File: config.mk
export PLATFORM = sky130hd
export DESIGN_NAME = mem_stream_merger_flat
export DESIGN_NICKNAME = d
export VERILOG_FILES = /design/src/rtl/mem_stream_merger_if.sv /design/src/rtl/mem_stream_merger.sv /design/src/flat_wrapper.sv
export SDC_FILE = /design/constraint.sdc
export NUM_CORES = 1
export LEC_CHECK = 0
export CAP_MARGIN = 15
export CORE_AREA = 2 2 148 150
export DETAILED_ROUTE_END_ITERATION = 8
export DIE_AREA = 0 0 150 152
export GPL_ROUTABILITY_DRIVEN = 0
export PLACE_DENSITY_LB_ADDON = 0.05
export SYNTH_ARGS = -nofsm -noshare
export SYNTH_HDL_FRONTEND = slang
export SYNTH_SLANG_ARGS = --single-unit
File: constraint.sdc
create_clock -name clk -period 4.5 [get_ports clk]
set_input_delay 0.675 -clock clk [delete_from_list [all_inputs] [get_ports clk]]
set_output_delay 0.675 -clock clk [all_outputs]
set_load 0.05 [all_outputs]
File: src/rtl/mem_stream_merger_if.sv
// Read-port and merged-output bus of mem_stream_merger.
// The master side is the merger; the slave side is memory plus consumer.
interface mem_stream_merger_if #(
  parameter int DW = 32,
  parameter int AW = 6
);
  logic          rd_en;
  logic [3:0]    rd_blk;
  logic [AW-1:0] rd_addr;
  logic [DW-1:0] rd_data;
  logic [DW-1:0] dout;
  logic [3:0]    dout_blk;
  logic          dout_valid;
  logic          dout_last;
  logic          dout_ready;

  modport master (
    output rd_en, rd_blk, rd_addr, dout, dout_blk, dout_valid, dout_last,
    input  rd_data, dout_ready
  );
  modport slave (
    input  rd_en, rd_blk, rd_addr, dout, dout_blk, dout_valid, dout_last,
    output rd_data, dout_ready
  );
endinterface

File: src/rtl/mem_stream_merger.sv
// Drains NBLK memory blocks in priority order into one tagged stream.
// A credit check on FIFO occupancy plus in-flight reads keeps the 2-deep FIFO from overflowing.
module mem_stream_merger #(
  parameter int NBLK = 12,
  parameter int DW   = 32,
  parameter int AW   = 6
) (
  input  logic                   clk,
  input  logic                   rst_n,
  input  logic                   start,
  input  logic [NBLK*(AW+1)-1:0] nent,
  mem_stream_merger_if.master    bus,
  output logic                   busy,
  output logic                   done
);
  localparam int CW = AW + 1;
  localparam logic [CW-1:0] MAXC = CW'(1) << AW;

  typedef enum logic [1:0] {IDLE, SCAN, READ, DONE} state_e;
  typedef struct packed {
    logic [DW-1:0] data;
    logic [3:0]    blk;
    logic          last;
  } ent_t;

  state_e                  state_q, state_d;
  logic [NBLK-1:0][CW-1:0] cnt_q, nent_c;
  logic [NBLK-1:0]         served_q;
  logic [3:0]              sel_q, pick;
  logic [AW-1:0]           addr_q;
  logic                    lastblk_q, found, more, fin;
  logic                    infl_q, infl_last_q;
  logic [3:0]              infl_blk_q;
  ent_t                    mem_q [2];
  logic                    wp_q, rp_q;
  logic [1:0]              occ_q;
  logic                    push, pop, drained, pop_last;

  always_comb begin
    for (int k = 0; k < NBLK; k++) begin
      nent_c[k] = nent[k*CW +: CW];
      if (nent_c[k] > MAXC) nent_c[k] = MAXC;
    end
  end

  // Lowest pending block wins; 'more' tells whether it is the event's final block.
  always_comb begin
    found = 1'b0;
    more  = 1'b0;
    pick  = '0;
    for (int k = 0; k < NBLK; k++) begin
      if (!served_q[k] && cnt_q[k] != '0) begin
        if (found) more = 1'b1;
        else begin
          found = 1'b1;
          pick  = 4'(k);
        end
      end
    end
  end

  assign fin        = ({1'b0, addr_q} == cnt_q[sel_q] - CW'(1));
  assign bus.rd_en  = (state_q == READ) && ((occ_q + {1'b0, infl_q}) < 2'd2);
  assign bus.rd_blk = sel_q;
  assign bus.rd_addr = addr_q;

  assign push     = infl_q;
  assign pop      = bus.dout_valid && bus.dout_ready;
  assign drained  = (occ_q == 2'd0) && !infl_q;
  assign pop_last = pop && bus.dout_last;

  always_comb begin
    state_d = state_q;
    unique case (state_q)
      IDLE: state_d = IDLE;
      SCAN: begin
        if (found) state_d = READ;
        // Hold here until the last word has been handed to the consumer.
        else if (drained || pop_last) state_d = DONE;
      end
      READ: if (bus.rd_en && fin) state_d = SCAN;
      DONE: state_d = IDLE;
      default: state_d = IDLE;
    endcase
    if (start) state_d = SCAN;
  end

  always_ff @(posedge clk or negedge rst_n) begin
    if (!rst_n) begin
      state_q   <= IDLE;
      cnt_q     <= '0;
      served_q  <= '0;
      sel_q     <= '0;
      addr_q    <= '0;
      lastblk_q <= 1'b0;
    end else begin
      state_q <= state_d;
      if (start) begin
        cnt_q    <= nent_c;
        served_q <= '0;
        addr_q   <= '0;
      end else if (state_q == SCAN && found) begin
        sel_q     <= pick;
        addr_q    <= '0;
        lastblk_q <= !more;
      end else if (bus.rd_en) begin
        if (fin) served_q[sel_q] <= 1'b1;
        else     addr_q <= addr_q + AW'(1);
      end
    end
  end

  // Clearing the in-flight flag on start drops data still returning for an aborted event.
  always_ff @(posedge clk or negedge rst_n) begin
    if (!rst_n) begin
      infl_q      <= 1'b0;
      infl_blk_q  <= '0;
      infl_last_q <= 1'b0;
    end else begin
      infl_q      <= bus.rd_en && !start;
      infl_blk_q  <= sel_q;
      infl_last_q <= lastblk_q && fin;
    end
  end

  always_ff @(posedge clk or negedge rst_n) begin
    if (!rst_n) begin
      for (int i = 0; i < 2; i++) mem_q[i] <= '0;
      wp_q  <= 1'b0;
      rp_q  <= 1'b0;
      occ_q <= 2'd0;
    end else if (start) begin
      wp_q  <= 1'b0;
      rp_q  <= 1'b0;
      occ_q <= 2'd0;
    end else begin
      if (push) begin
        mem_q[wp_q] <= {bus.rd_data, infl_blk_q, infl_last_q};
        wp_q        <= ~wp_q;
      end
      if (pop) rp_q <= ~rp_q;
      case ({push, pop})
        2'b10:   occ_q <= occ_q + 2'd1;
        2'b01:   occ_q <= occ_q - 2'd1;
        default: occ_q <= occ_q;
      endcase
    end
  end

  assign bus.dout       = mem_q[rp_q].data;
  assign bus.dout_blk   = mem_q[rp_q].blk;
  assign bus.dout_valid = (occ_q != 2'd0);
  assign bus.dout_last  = bus.dout_valid && mem_q[rp_q].last;

  assign busy = (state_q != IDLE);
  assign done = (state_q == DONE);
endmodule

File: src/flat_wrapper.sv
// flat-port wrapper written by rule: the top's interface ports become plain ports
module mem_stream_merger_flat 
#(
  parameter int NBLK = 12,
  parameter int DW   = 32,
  parameter int AW   = 6
)
  (clk, rst_n, start, nent, busy, done, bus_rd_en, bus_rd_blk, bus_rd_addr, bus_dout, bus_dout_blk, bus_dout_valid, bus_dout_last, bus_rd_data, bus_dout_ready);
  mem_stream_merger_if #(.DW(DW), .AW(AW)) bus_i ();
  input  logic clk;
  input  logic rst_n;
  input  logic start;
  input  logic [NBLK*(AW+1)-1:0] nent;
  output logic busy;
  output logic done;
  output wire logic [$bits(bus_i.rd_en)-1:0] bus_rd_en;
  output wire logic [$bits(bus_i.rd_blk)-1:0] bus_rd_blk;
  output wire logic [$bits(bus_i.rd_addr)-1:0] bus_rd_addr;
  output wire logic [$bits(bus_i.dout)-1:0] bus_dout;
  output wire logic [$bits(bus_i.dout_blk)-1:0] bus_dout_blk;
  output wire logic [$bits(bus_i.dout_valid)-1:0] bus_dout_valid;
  output wire logic [$bits(bus_i.dout_last)-1:0] bus_dout_last;
  input wire logic [$bits(bus_i.rd_data)-1:0] bus_rd_data;
  input wire logic [$bits(bus_i.dout_ready)-1:0] bus_dout_ready;
  assign bus_rd_en = bus_i.rd_en;
  assign bus_rd_blk = bus_i.rd_blk;
  assign bus_rd_addr = bus_i.rd_addr;
  assign bus_dout = bus_i.dout;
  assign bus_dout_blk = bus_i.dout_blk;
  assign bus_dout_valid = bus_i.dout_valid;
  assign bus_dout_last = bus_i.dout_last;
  assign bus_i.rd_data = bus_rd_data;
  assign bus_i.dout_ready = bus_dout_ready;
  mem_stream_merger #(.NBLK(NBLK), .DW(DW), .AW(AW)) u_core (.clk(clk), .rst_n(rst_n), .start(start), .nent(nent), .bus(bus_i), .busy(busy), .done(done));
endmodule
==> impl_results.md <==
* Pwr Density at about 420 nW/um^2
* Syn. warnings at 0
* P_int at ~3.5 mW
* Post-CTS Setup Inserts at 0
* Layout Nets at 1111
* Syn_nets at roughly 950
* Leading area contributor after synthesis: dfrtp_1
* Logic pwr share at 0.279
* Setup WS pre-CTS at 0.481 ns
* Final hold viol count at 0
* Vias in the first global route at 6924
* Critical Path AT at approximately 4.4 ns
* HP Class: in -> async
* Sw Share at 0.317
* H-tree depth at 4
* Period Utilization, post-route at 0.897
* CTS root buffer: clkbuf_16
* Drt pass-1 iters at 5
* Setup repair after global routing missed its margin: no
* Setup ws final at approximately 0.46 ns
* Final std cell area, no fill at between 10000 and 15000 sq um
* GRT Total Usage at 0.208
* Initial core utilization at 0.443
* Synth-to-layout area growth at 27.5%
* Mapped Cells at slightly above 800
* Worst rel slew slack at 0.341
* Die Ht at between 150 and 200 um
* Worst Reg-to-Reg Cells at 12
* WL final at 23000 um
* Crit path time final at 4.04 ns
* Total power at 5.06 mW
* CTS buffer count at 17
* Routed WL per cell at approximately 18 um
* Share of cells above drive strength 1 at 0.196
* Synth area leaders: dfrtp_1 51%, mux2_2 15%, inv_1 3.6%, o22ai_1 3.0%, nand3b_1 3.0%
* # Max-Cap Violations at 0
* Via/cell ratio at 5.36
* Critical path class: reg -> reg
* # diodes at 0
* Status: complete, no violations
* Primary FF master, synth: dfrtp_1
* Worst slew pin tran at 0.989 ns
* DR iter-0 viols at 400
* GR peak layer: met2
* Post-DRT Antenna Nets at 0
* Clk pwr share at 0.314
* Internal reg-to-reg setup slack at 0.46 ns
* DRC Markers at 0
* Placed Area at 11400 sq um
* Sequential share of power at 0.407
* Max-slew violations at 0
* Routed vias at 6870
* Reg-to-Reg End: u_core.served_q[0]
* Syn Area/Cell at around 11 sq um
* Met1 GRT Util at 0.287
* CTS max path bufs at 2
* Grt met2 use at 0.327
* Skew final at about 0.014 ns
* Maximum vdd drop at 0.244 mV
* Clock sinks at 193
* GR Layer Usage met3 at 0.0438
* Hold_ws at 0.247 ns
* Initial antenna violation count at 0
* Leak at 5.10 nW
* Register bit count reported by yosys at 193
* Fin util at 0.565
* Yosys cell types at 68
* Share of the synthesized area in the top cell type at 0.511
* Final setup violation count at 0
* Clock Latency Late Sink at 0.43 ns
* CTS clk-pin slew, worst paths at 0.08 ns
* Critical path peak fanout at 12
* Asr flop ratio synth at 1.00
* Die span in x at 150 um
* IO Port Bufs at 170
* Die area at 22800 sq um
* Critical path required time at 4.84 ns
* Critical Path End Type: flop
* Post-Place Cells at between 1000 and 1500
* Post_cts resized at 0
* Row Count at 54
* Post-route non-filler standard cell count at 1282
* CP Launch Type: flop
* Seq/Total Area, Yosys at 0.511
* Global-route wire length before repair at 37100 um
* Detailed-placement wirelength estimate at roughly 17000 um
* # IOs at 171
* Largest net degree at the start of global routing at 107
* Worst r2r src: u_core.bus.rd_blk[0]
* Synth Cell Area at 9460 sq um
* Overflow after GRT at 0
* P_sw at 1.60 mW
* Cts-stage hold buffer count at 0
* TritonCTS clock tree: done
* Post-synth EDFFs at 0
* Fin Setup TNS at 0 ns
* Fmax at 248 MHz
* Core ar. at 21400 sq um
## metal layers
metal	part of all wire	vias to the layer above
met5	0	-
met4	0.021	0
met3	0.043	27
met2	0.48	158
met1	0.46	3394
li1	-	3291
## cell families after synthesis
group / count (synthesis) / share of synthesized area
flip-flops: 193 / 0.511
adder cells (fa/ha/maj): 4 / 0.00476
AO/OA/AOI/OAI: 154 / 0.108
buffers and inverters: 133 / 0.0566
multiplexers: 148 / 0.201
AND/OR/NAND/NOR: 188 / 0.111
XOR/XNOR: 9 / 0.00834
## sequential cells by signal, summed over array words and instances (netlist names)
signal              count
u_core.bus.rd_addr      6
u_core.bus.rd_blk       4
u_core.cnt_q           84
u_core.infl_blk_q       4
u_core.infl_last_q      1
u_core.infl_q           1
u_core.lastblk_q        1
u_core.mem_q           74
u_core.occ_q            2
u_core.rp_q             1
u_core.served_q        12
u_core.state_q          2
u_core.wp_q             1
## cells in the final DEF (no fill, tap or decap), types with 16 or more instances in the layout
cell type | synthesis | final
dfrtp_1 | 193 | 193
clkdlybuf4s50_1 | 0 | 168
mux2_2 | 122 | 122
inv_1 | 90 | 90
nand2_1 | 60 | 60
o21ai_0 | 48 | 48
o22ai_1 | 46 | 46
nand3b_1 | 38 | 38
nor2_1 | 17 | 17
clkbuf_16 | 0 | 17
a21oi_1 | 16 | 16
## area by class of cell
| cell class | count | area [sq um] |
|---|---|---|
| sequential | 193 | 4830 |
| tap | 280 | 350 |
| clock buffer | 20 | 447 |
| timing repair buffer | 184 | 1820 |
| inverter | 90 | 338 |
| fill | 1882 | 9300 |
| multi-input combinational | 503 | 4100 |
| clock inverter | 12 | 171 |
## how the worst max path moves through the flow
| stage | startpoint | to | slack (ns) | cells past startpoint |
|---|---|---|---|---|
| floorplan | u_core.bus.rd_blk[0] | u_core.served_q[0] | 0.59 | 14 |
| global placement | u_core.bus.rd_blk[0] | u_core.served_q[0] | 0.60 | 12 |
| detailed placement | u_core.bus.rd_blk[0] | u_core.served_q[0] | 0.48 | 12 |
| CTS | u_core.bus.rd_blk[0] | u_core.served_q[0] | 0.47 | 12 |
| global route | u_core.bus.rd_blk[0] | u_core.served_q[8] | 0.11 | 12 |
| finish | u_core.bus.rd_blk[0] | u_core.served_q[0] | 0.46 | 12 |
## power by group through the flow
stage	combinational (mW)	sequential [mW]	clock, mW
finish	1.41	2.06	1.59
global route	1.50	2.08	1.71
CTS	1.42	2.06	1.64
detailed placement	1.42	2.09	0
global placement	1.40	2.09	0
floorplan	0.952	2.05	0
## cell usage after synthesis, types with 2 or more instances
| master | instances |
|---|---|
| dfrtp_1 | 193 |
| a21oi_2 | 4 |
| nand3_1 | 10 |
| o211ai_1 | 2 |
| mux4_1 | 7 |
| mux4_2 | 12 |
| mux2i_1 | 7 |
| clkbuf_1 | 36 |
| nor2b_1 | 7 |
| a21oi_1 | 16 |
| a41oi_1 | 10 |
| or3_1 | 3 |
| maj3_1 | 2 |
| nor3_1 | 4 |
| nand2b_1 | 8 |
| nand4_1 | 5 |
| nand2_1 | 60 |
| buf_1 | 3 |
| a22o_1 | 2 |
| o21ai_0 | 48 |
| ha_1 | 2 |
| nor2_1 | 17 |
| nand3b_1 | 38 |
| xnor2_1 | 7 |
| a211o_1 | 2 |
| nor3b_1 | 3 |
| mux2_2 | 122 |
| or2_2 | 2 |
| o22ai_1 | 46 |
| a221oi_1 | 2 |
| a22oi_1 | 2 |
| xor2_1 | 2 |
| and3_1 | 2 |
| nor4_1 | 15 |
| a211oi_1 | 2 |
| inv_1 | 90 |
| nand4b_1 | 2 |
| and2_1 | 4 |
## worst max-delay path, cell delays in order (launching register included)
cell and delay, ns:
dfrtp_1 0.66, mux4_1 0.62, a22o_1 0.21, a21oi_2 0.23, ha_1 0.33, xor2_1 0.15, a211oi_1 0.27, nand4_1 0.13
a21oi_1 0.18, o311a_1 0.25, o31ai_4 0.15, or4b_4 0.58, o32ai_2 0.20
(Power assumes the default switching activity.)
